### src/rtl/wb_copy_master.sv
// Wishbone B.4 pipelined master: copies LEN words from SRC+n to DST+n,
// one read then one write per word, never more than one strobe outstanding.
module wb_copy_master #(
   parameter int unsigned ADDR_WIDTH  = 16,
   parameter int unsigned DATA_WIDTH  = 16,
   parameter int unsigned COUNT_WIDTH = 8
) (
   input  logic                   clk_i,
   input  logic                   reset_i,
   input  logic                   start_i,
   input  logic [ADDR_WIDTH-1:0]  src_i,
   input  logic [ADDR_WIDTH-1:0]  dst_i,
   input  logic [COUNT_WIDTH-1:0] len_i,
   output logic                   busy_o,
   output logic                   done_o,
   output logic                   err_o,
   output logic [ADDR_WIDTH-1:0]  adr_o,
   output logic [DATA_WIDTH-1:0]  dat_o,
   output logic                   cyc_o,
   output logic                   stb_o,
   output logic                   we_o,
   input  logic [DATA_WIDTH-1:0]  dat_i,
   input  logic                   ack_i,
   input  logic                   stall_i,
   input  logic                   err_i
);

   typedef enum logic [2:0] {
      IDLE    = 3'd0,
      RD_REQ  = 3'd1,
      RD_WAIT = 3'd2,
      WR_REQ  = 3'd3,
      WR_WAIT = 3'd4,
      FIN     = 3'd5
   } state_t;

   state_t                 state_q, state_d;
   logic [ADDR_WIDTH-1:0]  src_q, src_d;
   logic [ADDR_WIDTH-1:0]  dst_q, dst_d;
   logic [COUNT_WIDTH-1:0] cnt_q, cnt_d;
   logic [DATA_WIDTH-1:0]  data_q, data_d;

   logic                   busy_q, busy_d;
   logic                   done_q, done_d;
   logic                   err_q, err_d;
   logic [ADDR_WIDTH-1:0]  adr_q, adr_d;
   logic [DATA_WIDTH-1:0]  dat_q, dat_d;
   logic                   cyc_q, cyc_d;
   logic                   stb_q, stb_d;
   logic                   we_q, we_d;

   logic                   abort_c;
   logic                   wr_done_c;

   // State register, working registers and registered bus outputs
   always_ff @(posedge clk_i) begin
      if (reset_i) begin
         state_q <= IDLE;
         src_q   <= '0;
         dst_q   <= '0;
         cnt_q   <= '0;
         data_q  <= '0;
         busy_q  <= 1'b0;
         done_q  <= 1'b0;
         err_q   <= 1'b0;
         adr_q   <= '0;
         dat_q   <= '0;
         cyc_q   <= 1'b0;
         stb_q   <= 1'b0;
         we_q    <= 1'b0;
      end else begin
         state_q <= state_d;
         src_q   <= src_d;
         dst_q   <= dst_d;
         cnt_q   <= cnt_d;
         data_q  <= data_d;
         busy_q  <= busy_d;
         done_q  <= done_d;
         err_q   <= err_d;
         adr_q   <= adr_d;
         dat_q   <= dat_d;
         cyc_q   <= cyc_d;
         stb_q   <= stb_d;
         we_q    <= we_d;
      end
   end

   // Next-state logic; outputs are decoded from the next state so they register cleanly
   always_comb begin
      state_d   = state_q;
      src_d     = src_q;
      dst_d     = dst_q;
      cnt_d     = cnt_q;
      data_d    = data_q;
      abort_c   = 1'b0;
      wr_done_c = 1'b0;

      case (state_q)
         IDLE: begin
            if (start_i) begin
               if (len_i != '0) begin
                  src_d   = src_i;
                  dst_d   = dst_i;
                  cnt_d   = len_i;
                  state_d = RD_REQ;
               end else begin
                  state_d = FIN;
               end
            end
         end
         RD_REQ: begin
            if (err_i) begin
               abort_c = 1'b1;
            end else if (!stall_i) begin
               if (ack_i) begin
                  data_d  = dat_i;
                  state_d = WR_REQ;
               end else begin
                  state_d = RD_WAIT;
               end
            end
         end
         RD_WAIT: begin
            if (err_i) begin
               abort_c = 1'b1;
            end else if (ack_i) begin
               data_d  = dat_i;
               state_d = WR_REQ;
            end
         end
         WR_REQ: begin
            if (err_i) begin
               abort_c = 1'b1;
            end else if (!stall_i) begin
               if (ack_i) begin
                  wr_done_c = 1'b1;
               end else begin
                  state_d = WR_WAIT;
               end
            end
         end
         WR_WAIT: begin
            if (err_i) begin
               abort_c = 1'b1;
            end else if (ack_i) begin
               wr_done_c = 1'b1;
            end
         end
         FIN: begin
            state_d = IDLE;
         end
         default: begin
            state_d = IDLE;
         end
      endcase

      // Word finished: advance both pointers (wrapping) and count down
      if (wr_done_c) begin
         src_d   = src_q + ADDR_WIDTH'(1);
         dst_d   = dst_q + ADDR_WIDTH'(1);
         cnt_d   = cnt_q - COUNT_WIDTH'(1);
         state_d = (cnt_q == COUNT_WIDTH'(1)) ? FIN : RD_REQ;
      end

      if (abort_c) begin
         state_d = FIN;
      end

      busy_d = (state_d != IDLE);
      done_d = (state_d == FIN);
      err_d  = abort_c;
      cyc_d  = (state_d == RD_REQ) || (state_d == RD_WAIT) ||
               (state_d == WR_REQ) || (state_d == WR_WAIT);
      stb_d  = (state_d == RD_REQ) || (state_d == WR_REQ);
      we_d   = (state_d == WR_REQ);
      adr_d  = (state_d == RD_REQ) ? src_d :
               (state_d == WR_REQ) ? dst_d : '0;
      dat_d  = (state_d == WR_REQ) ? data_d : '0;
   end

   assign busy_o = busy_q;
   assign done_o = done_q;
   assign err_o  = err_q;
   assign adr_o  = adr_q;
   assign dat_o  = dat_q;
   assign cyc_o  = cyc_q;
   assign stb_o  = stb_q;
   assign we_o   = we_q;

endmodule

### config.mk
export PLATFORM = sky130hd
export DESIGN_NAME = wb_copy_master
export DESIGN_NICKNAME = d
export VERILOG_FILES = /design/src/rtl/wb_copy_master.sv
export SDC_FILE = /design/constraint.sdc
export NUM_CORES = 1
export LEC_CHECK = 0
export CORE_MARGIN = 2
export CORE_UTILIZATION = 30
export DETAILED_ROUTE_END_ITERATION = 6
export HOLD_SLACK_MARGIN = 0.15
export PLACE_DENSITY = 0.57
export RECOVER_POWER = 25
export SYNTH_ARGS = -nofsm -noshare
export SYNTH_HDL_FRONTEND = slang
export SYNTH_SLANG_ARGS = --single-unit
export TNS_END_PERCENT = 20
### constraint.sdc
create_clock -name clk_i -period 5.15 [get_ports clk_i]
set_clock_uncertainty 0.05 [all_clocks]
set_input_delay 1.03 -clock clk_i [delete_from_list [all_inputs] [get_ports clk_i]]
set_output_delay 1.03 -clock clk_i [all_outputs]
set_load 0.05 [all_outputs]
### Yosys cells after proc, flatten, opt, wreduce, memory -nomap -nowiden

Index checks and enable logic that the tools add are counted.

| word-level totals | value |
|---|---|
| logic and storage cells | 80 |
| output and inout bits | 38 |
| bits in registers | 97 |

| cells by class | value |
|---|---|
| reductions and logical operators | 13 |
| equal/unequal tests | 10 |
| add/subtract/negate cells | 3 |
| mux-type cells | 40 |
| bitwise gates (word level) | 1 |

Operators by type and width:

| kind | number |
|---|---|
| 2-to-1 mux 16 bit | 14 |
| 2-to-1 mux 3 bit | 12 |
| adder 16 x 1 -> 16 bit, second input constant | 2 |
| 2-to-1 mux 8 bit | 4 |
| one-hot mux 16 bit (2 select lines) | 1 |
| one-hot mux 3 bit (5 select lines) | 1 |
| == test 3 x 2 -> 1 bit, second input constant | 4 |
| == test 3 bit, second input constant | 3 |
| == test 8 x 1 -> 1 bit, second input constant | 1 |
| nonzero test 8 bit | 1 |
| subtractor 8 x 1 -> 8 bit, second input constant | 1 |
| 2-to-1 mux 1 bit | 7 |
| == test 3 x 1 -> 1 bit, second input constant | 2 |
| nonzero test 2 bit | 3 |
| logical OR 1 bit | 4 |
| OR reduction 4 bit | 1 |
| logical NOT 3 bit | 1 |
| AND reduction 3 bit | 1 |
| nonzero test 3 bit | 1 |
| one-hot mux 1 bit (2 select lines) | 1 |
| OR reduction 2 bit | 1 |
| NOT 1 bit | 1 |

### Longest topological paths before layout

| depth | value |
|---|---|
| depth after elaboration | 10 |
| mapped depth | 9 |
| depth with buffers taken out | 7 |

### Worst setup path before layout

No wires, ideal clock.

| timing | value |
|---|---|
| path kind | in2reg |
| start | input len_i[4] |
| end | register adr_q[13], in the netlist adr_o[13] |
| data required time | 4979 ps |
| path slack | 2323 ps |
| cell stages on the path | 8 |
| arrival time | 2656 ps |
| cell sequence | or4_1 o21a_1 buf_2 nor2_8 buf_6 a21oi_1 o21bai_1 a2bb2o_1 |

| on the way | value |
|---|---|
| cells in the longest elaborated chain, start to end | 9 |

Ends and longest elaborated chain:

| item | line | text |
|---|---|---|
| start: declaration | 13 | `input logic [COUNT_WIDTH-1:0] len_i,` |
| nonzero test 8 bit * | 101 | `if (len_i != '0) begin` |
| 2-to-1 mux 3 bit | 101 |  |
| 2-to-1 mux 3 bit | 100 | `if (start_i) begin` |
| one-hot mux 3 bit (5 select lines) | 98 | `case (state_q)` |
| 2-to-1 mux 3 bit | 158 | `if (wr_done_c) begin` |
| 2-to-1 mux 3 bit | 165 | `if (abort_c) begin` |
| == test 3 x 2 -> 1 bit | 177 | `(state_d == WR_REQ) ? dst_d : '0;` |
| 2-to-1 mux 16 bit | 177 |  |
| 2-to-1 mux 16 bit * | 176 | `adr_d = (state_d == RD_REQ) ? src_d :` |
| end signal: assignment | 80 | `adr_q <= adr_d;` |
| end: declaration | 46 | `logic [ADDR_WIDTH-1:0] adr_q, adr_d;` |

Every way passes the cells marked *; elsewhere a longest branch is shown, timed or not.
A chain may end at the register's enable or synchronous reset.

### Worst setup path after layout

| timing | value |
|---|---|
| start | input stall_i |
| end | register dat_q[0], in the netlist dat_o[0] |

| on the way | value |
|---|---|
| cells in the longest elaborated chain, start to end | 8 |

Ends and longest elaborated chain:

| item | line | text |
|---|---|---|
| start: declaration | 24 | `input logic stall_i,` |
| 2-to-1 mux 3 bit (tied with other cells) | 134 | `end else if (!stall_i) begin` |
| 2-to-1 mux 3 bit (tied with other cells) | 132 | `if (err_i) begin` |
| one-hot mux 3 bit (5 select lines) / one-hot mux 1 bit (2 select lines) (equally long branches) | 98 |  |
| 2-to-1 mux 3 bit | 158 |  |
| 2-to-1 mux 3 bit | 165 |  |
| == test 3 x 2 -> 1 bit | 178 | `dat_d = (state_d == WR_REQ) ? data_d : '0;` |
| NOT 1 bit (no line) | n/a |  |
| OR reduction 2 bit (no line) | n/a |  |
| end signal: assignment | 81 | `dat_q <= dat_d;` |
| end: declaration | 47 | `logic [DATA_WIDTH-1:0] dat_q, dat_d;` |

Several ways; a longest one is shown, not always the timed one.

==> impl_metrics.tcl <==
set metrics [dict create \
    grt_pass1_wl_um 18920 \
    outcome "finished clean" \
    timing.slew.headroom 0.2379 \
    max_slew.worst_pin.slew_ns 1.133 \
    synth_enable_flop_cells 0 \
    ys_top_cells_by_count "99 x sky130_fd_sc_hd__nor2_1, 97 x sky130_fd_sc_hd__dfxtp_1, 28 x sky130_fd_sc_hd__nand2_1, 25 x sky130_fd_sc_hd__a21oi_1, 18 x sky130_fd_sc_hd__mux2i_1" \
    final_wtd_congestion 0.8341 \
    layout_min_cycle_time_ns 3.586 \
    drt_first_pass_iters 5 \
    cp_max_fo 23 \
    largest_net_degree_at_the_start_of_global_routing 49 \
    cts_tree "done" \
    vdd.ir_drop.worst_uv 150.1 \
    initial_cell_density_of_the_core 0.3084 \
    detail_route.vias_per_cell 5.233 \
    floorplan.die_area_um2 15360 \
    count_leader_synth "sky130_fd_sc_hd__nor2_1" \
    layout_cell_share_with_drive_strength_beyond_1 0.07241 \
    grt_pass1_vias 3783 \
    switching_share 0.3226 \
    critical_path.top_delay_family "buffers and inverters" \
    setup_total_negative_slack_ns 0 \
    worst-setup-path-type "in -> reg" \
    synth_area_per_cell_um2 8.822 \
    cp_cell_sequence "dlygate4sd3_1 > nor4bb_4 > o21a_2 > or3_4 > o21ai_2 > buf_4 > nor2_1" \
    cts_max_level 3 \
    core.rowCount 43 \
    final_antenna_net_count 0 \
    crit_path_start_kind "input pin" \
    crit_path_setup_slack_layout_ns 1.564 \
    postCtsSetupBuffers 0 \
    synth_top_area_frac 0.4501 \
    share_comb_of_total_power 0.239 \
    synth.lib_cells_used.distinct 65 \
    post-route-drc-count 0 \
    worstPathArrival_ns 3.77 \
    numnets_final 641 \
    yosys_register_bits 97 \
    clock_sinks 97 \
    timing.hold.worst.class "reg -> reg" \
    postSynthCellCount 489 \
    timing.reg2reg.setup_slack_ns 2.21 \
    share_clk_of_total_power 0.337 \
    chipHeight_um 123.9 \
    clk_latency_ns 0.35 \
    drv.max_cap_violation_count 0 \
    synthesis.area_um2 4314 \
    antenna_diode_instance_count 0 \
    final.period_utilization 0.6963 \
    number_of_cts_inserted_buffers 9 \
    via_count 3977 \
    yosysTopAreaCell "sky130_fd_sc_hd__dfxtp_1" \
    drt-initial-drc-count 322 \
    io-pin-count 100 \
    cts-root-to-sink-buffers 2 \
    p_seq_frac 0.424 \
    io_buffer_count 99 \
    drt-wirelength-per-cell_um 15.93 \
    hold_viol_final 0 \
    hpwlAfterDp_um 8597 \
    clk_root_buffer_cell "sky130_fd_sc_hd__clkbuf_16" \
    synthTopCellsByArea "sky130_fd_sc_hd__dfxtp_1 45%, sky130_fd_sc_hd__nor2_1 8.6%, sky130_fd_sc_hd__mux2i_1 4.2%, sky130_fd_sc_hd__a21oi_1 2.9%, sky130_fd_sc_hd__nand2_1 2.4%" \
    global_route.overflow_total 0 \
    pins_over_their_slew_limit 0 \
    core_region_area_um2 13990 \
    timing.critical_path.slowest_cell_delay_ns 0.68 \
    cellPowerDensity_nw_per_um2 362.3 \
    area_delta_synth_final_pct 32.40 \
    dieWidth_um 123.9 \
    rsz_0062_raised_after_global_routing "no" \
    p_sw_uw 667.6 \
    track_usage 0.1597 \
    postSynth.asyncResetShare 0 \
    finalHoldWorstSlack_ns 0.4382 \
    setup-violations-final 0 \
    detail_route.wirelength_um 12100 \
    leakage_power_figure_nw 2.270 \
    antenna_found_initial 0 \
    syn_warnings 0 \
    cts_repair_resize_count 0 \
    cts.clk_slew.worst_paths_ns 0.07 \
    critical-path-slowest-cell "sky130_fd_sc_hd__dlygate4sd3_1" \
    synth_sequential_area_ratio 0.4501 \
    synthFlopType "sky130_fd_sc_hd__dfxtp_1" \
    syn_nets 555 \
    cts-hold-fix-buffers 0 \
    report.power.total_mw 2.069 \
    timing.critical_path.required_ns 5.34 \
    setup.worst_path.end_class "flip-flop" \
    internal_power_mw 1.402 \
    preCtsSetupSlack_ns 1.242 \
    crit_buf_inv 2 \
    maxClockFrequency_mhz 278.9 \
]
through the flow:
stage,instances,util,instance area (µm²)
after floorplan,489,-,4314
after global placement,744,0.3862,5403
after detailed placement,744,0.3862,5403
after CTS,760,0.4083,5712
after global routing,760,0.4083,5712
final,760,0.4083,5712
power groups by stage:
stage / clock (mW) / sequential [mW] / combinational (mW)
after CTS: 0.715 / 0.877 / 0.504
after floorplan: 0 / 0.951 / 0.283
after global placement: 0 / 0.892 / 0.496
after global routing: 0.743 / 0.888 / 0.538
after detailed placement: 0 / 0.893 / 0.501
final: 0.698 / 0.878 / 0.494
area by class of cell:
cell class / instances / area, µm²
clock inverter: 7 / 83.83
sequential: 97 / 1942
inverter: 11 / 41.29
clock buffer: 9 / 225.2
timing repair buffer: 104 / 1023
tap: 180 / 225.2
multi-input combinational: 352 / 2171
fill: 1429 / 8277
placed cells by master, fill, tap and decap left out, types with 11 or more instances in the layout:
master	count
sky130_fd_sc_hd__o21ai_0	11
sky130_fd_sc_hd__nor2_1	99
sky130_fd_sc_hd__clkdlybuf4s50_1	65
sky130_fd_sc_hd__nand3_1	17
sky130_fd_sc_hd__nor3_1	12
sky130_fd_sc_hd__nand2_1	28
sky130_fd_sc_hd__dlygate4sd3_1	33
sky130_fd_sc_hd__dfxtp_1	97
sky130_fd_sc_hd__a21oi_1	25
sky130_fd_sc_hd__o21ai_1	15
sky130_fd_sc_hd__mux2i_1	18
sky130_fd_sc_hd__a31oi_1	11
kinds of logic (layout without fill, tap and decap cells):
| logic type | Yosys count | in the layout | synth area share |
|---|---|---|---|
| and+or+nand+nor | 205 | 205 | 0.2346 |
| AOI/OAI and AO/OA | 119 | 119 | 0.2004 |
| DFF | 97 | 97 | 0.4501 |
| buffers and inverters | 40 | 131 | 0.04756 |
| muxes | 21 | 21 | 0.04959 |
| adders and majority gates | 4 | 4 | 0.01160 |
| xor gates and xnor gates | 3 | 3 | 0.006092 |
sequential cells by signal (all words and copies together), names as in the netlist:
| register | count |
|---|---|
| adr_o | 16 |
| cyc_o | 1 |
| stb_o | 1 |
| done_o | 1 |
| src_q | 16 |
| state_q | 3 |
| data_q | 16 |
| busy_o | 1 |
| we_o | 1 |
| dst_q | 16 |
| cnt_q | 8 |
| dat_o | 16 |
| err_o | 1 |
tightest hold or removal path, delay by kind of cell, from the launching register on:
family           cells  cell delay, ns
DFF                  1            0.31
muxes                1            0.07
and+or+nand+nor      1            0.07
path summary, 6_finish.rpt:
path,start,end,depth (start not counted)
hold / removal,data_q[8],dat_o[8],2
setup / recovery,stall_i,dat_o[0],7
setup reg to reg,src_q[0],adr_o[14],7
hold reg to reg,data_q[8],dat_o[8],2
layer usage:
layer,part of all wire,GRT usage,up-vias
met5,0,0,-
met4,0.016,0.06320,0
met3,0.082,0.04075,14
met2,0.45,0.2524,145
met1,0.45,0.2085,1875
li1,-,-,1943
Power figures use the tool's default switching activity.
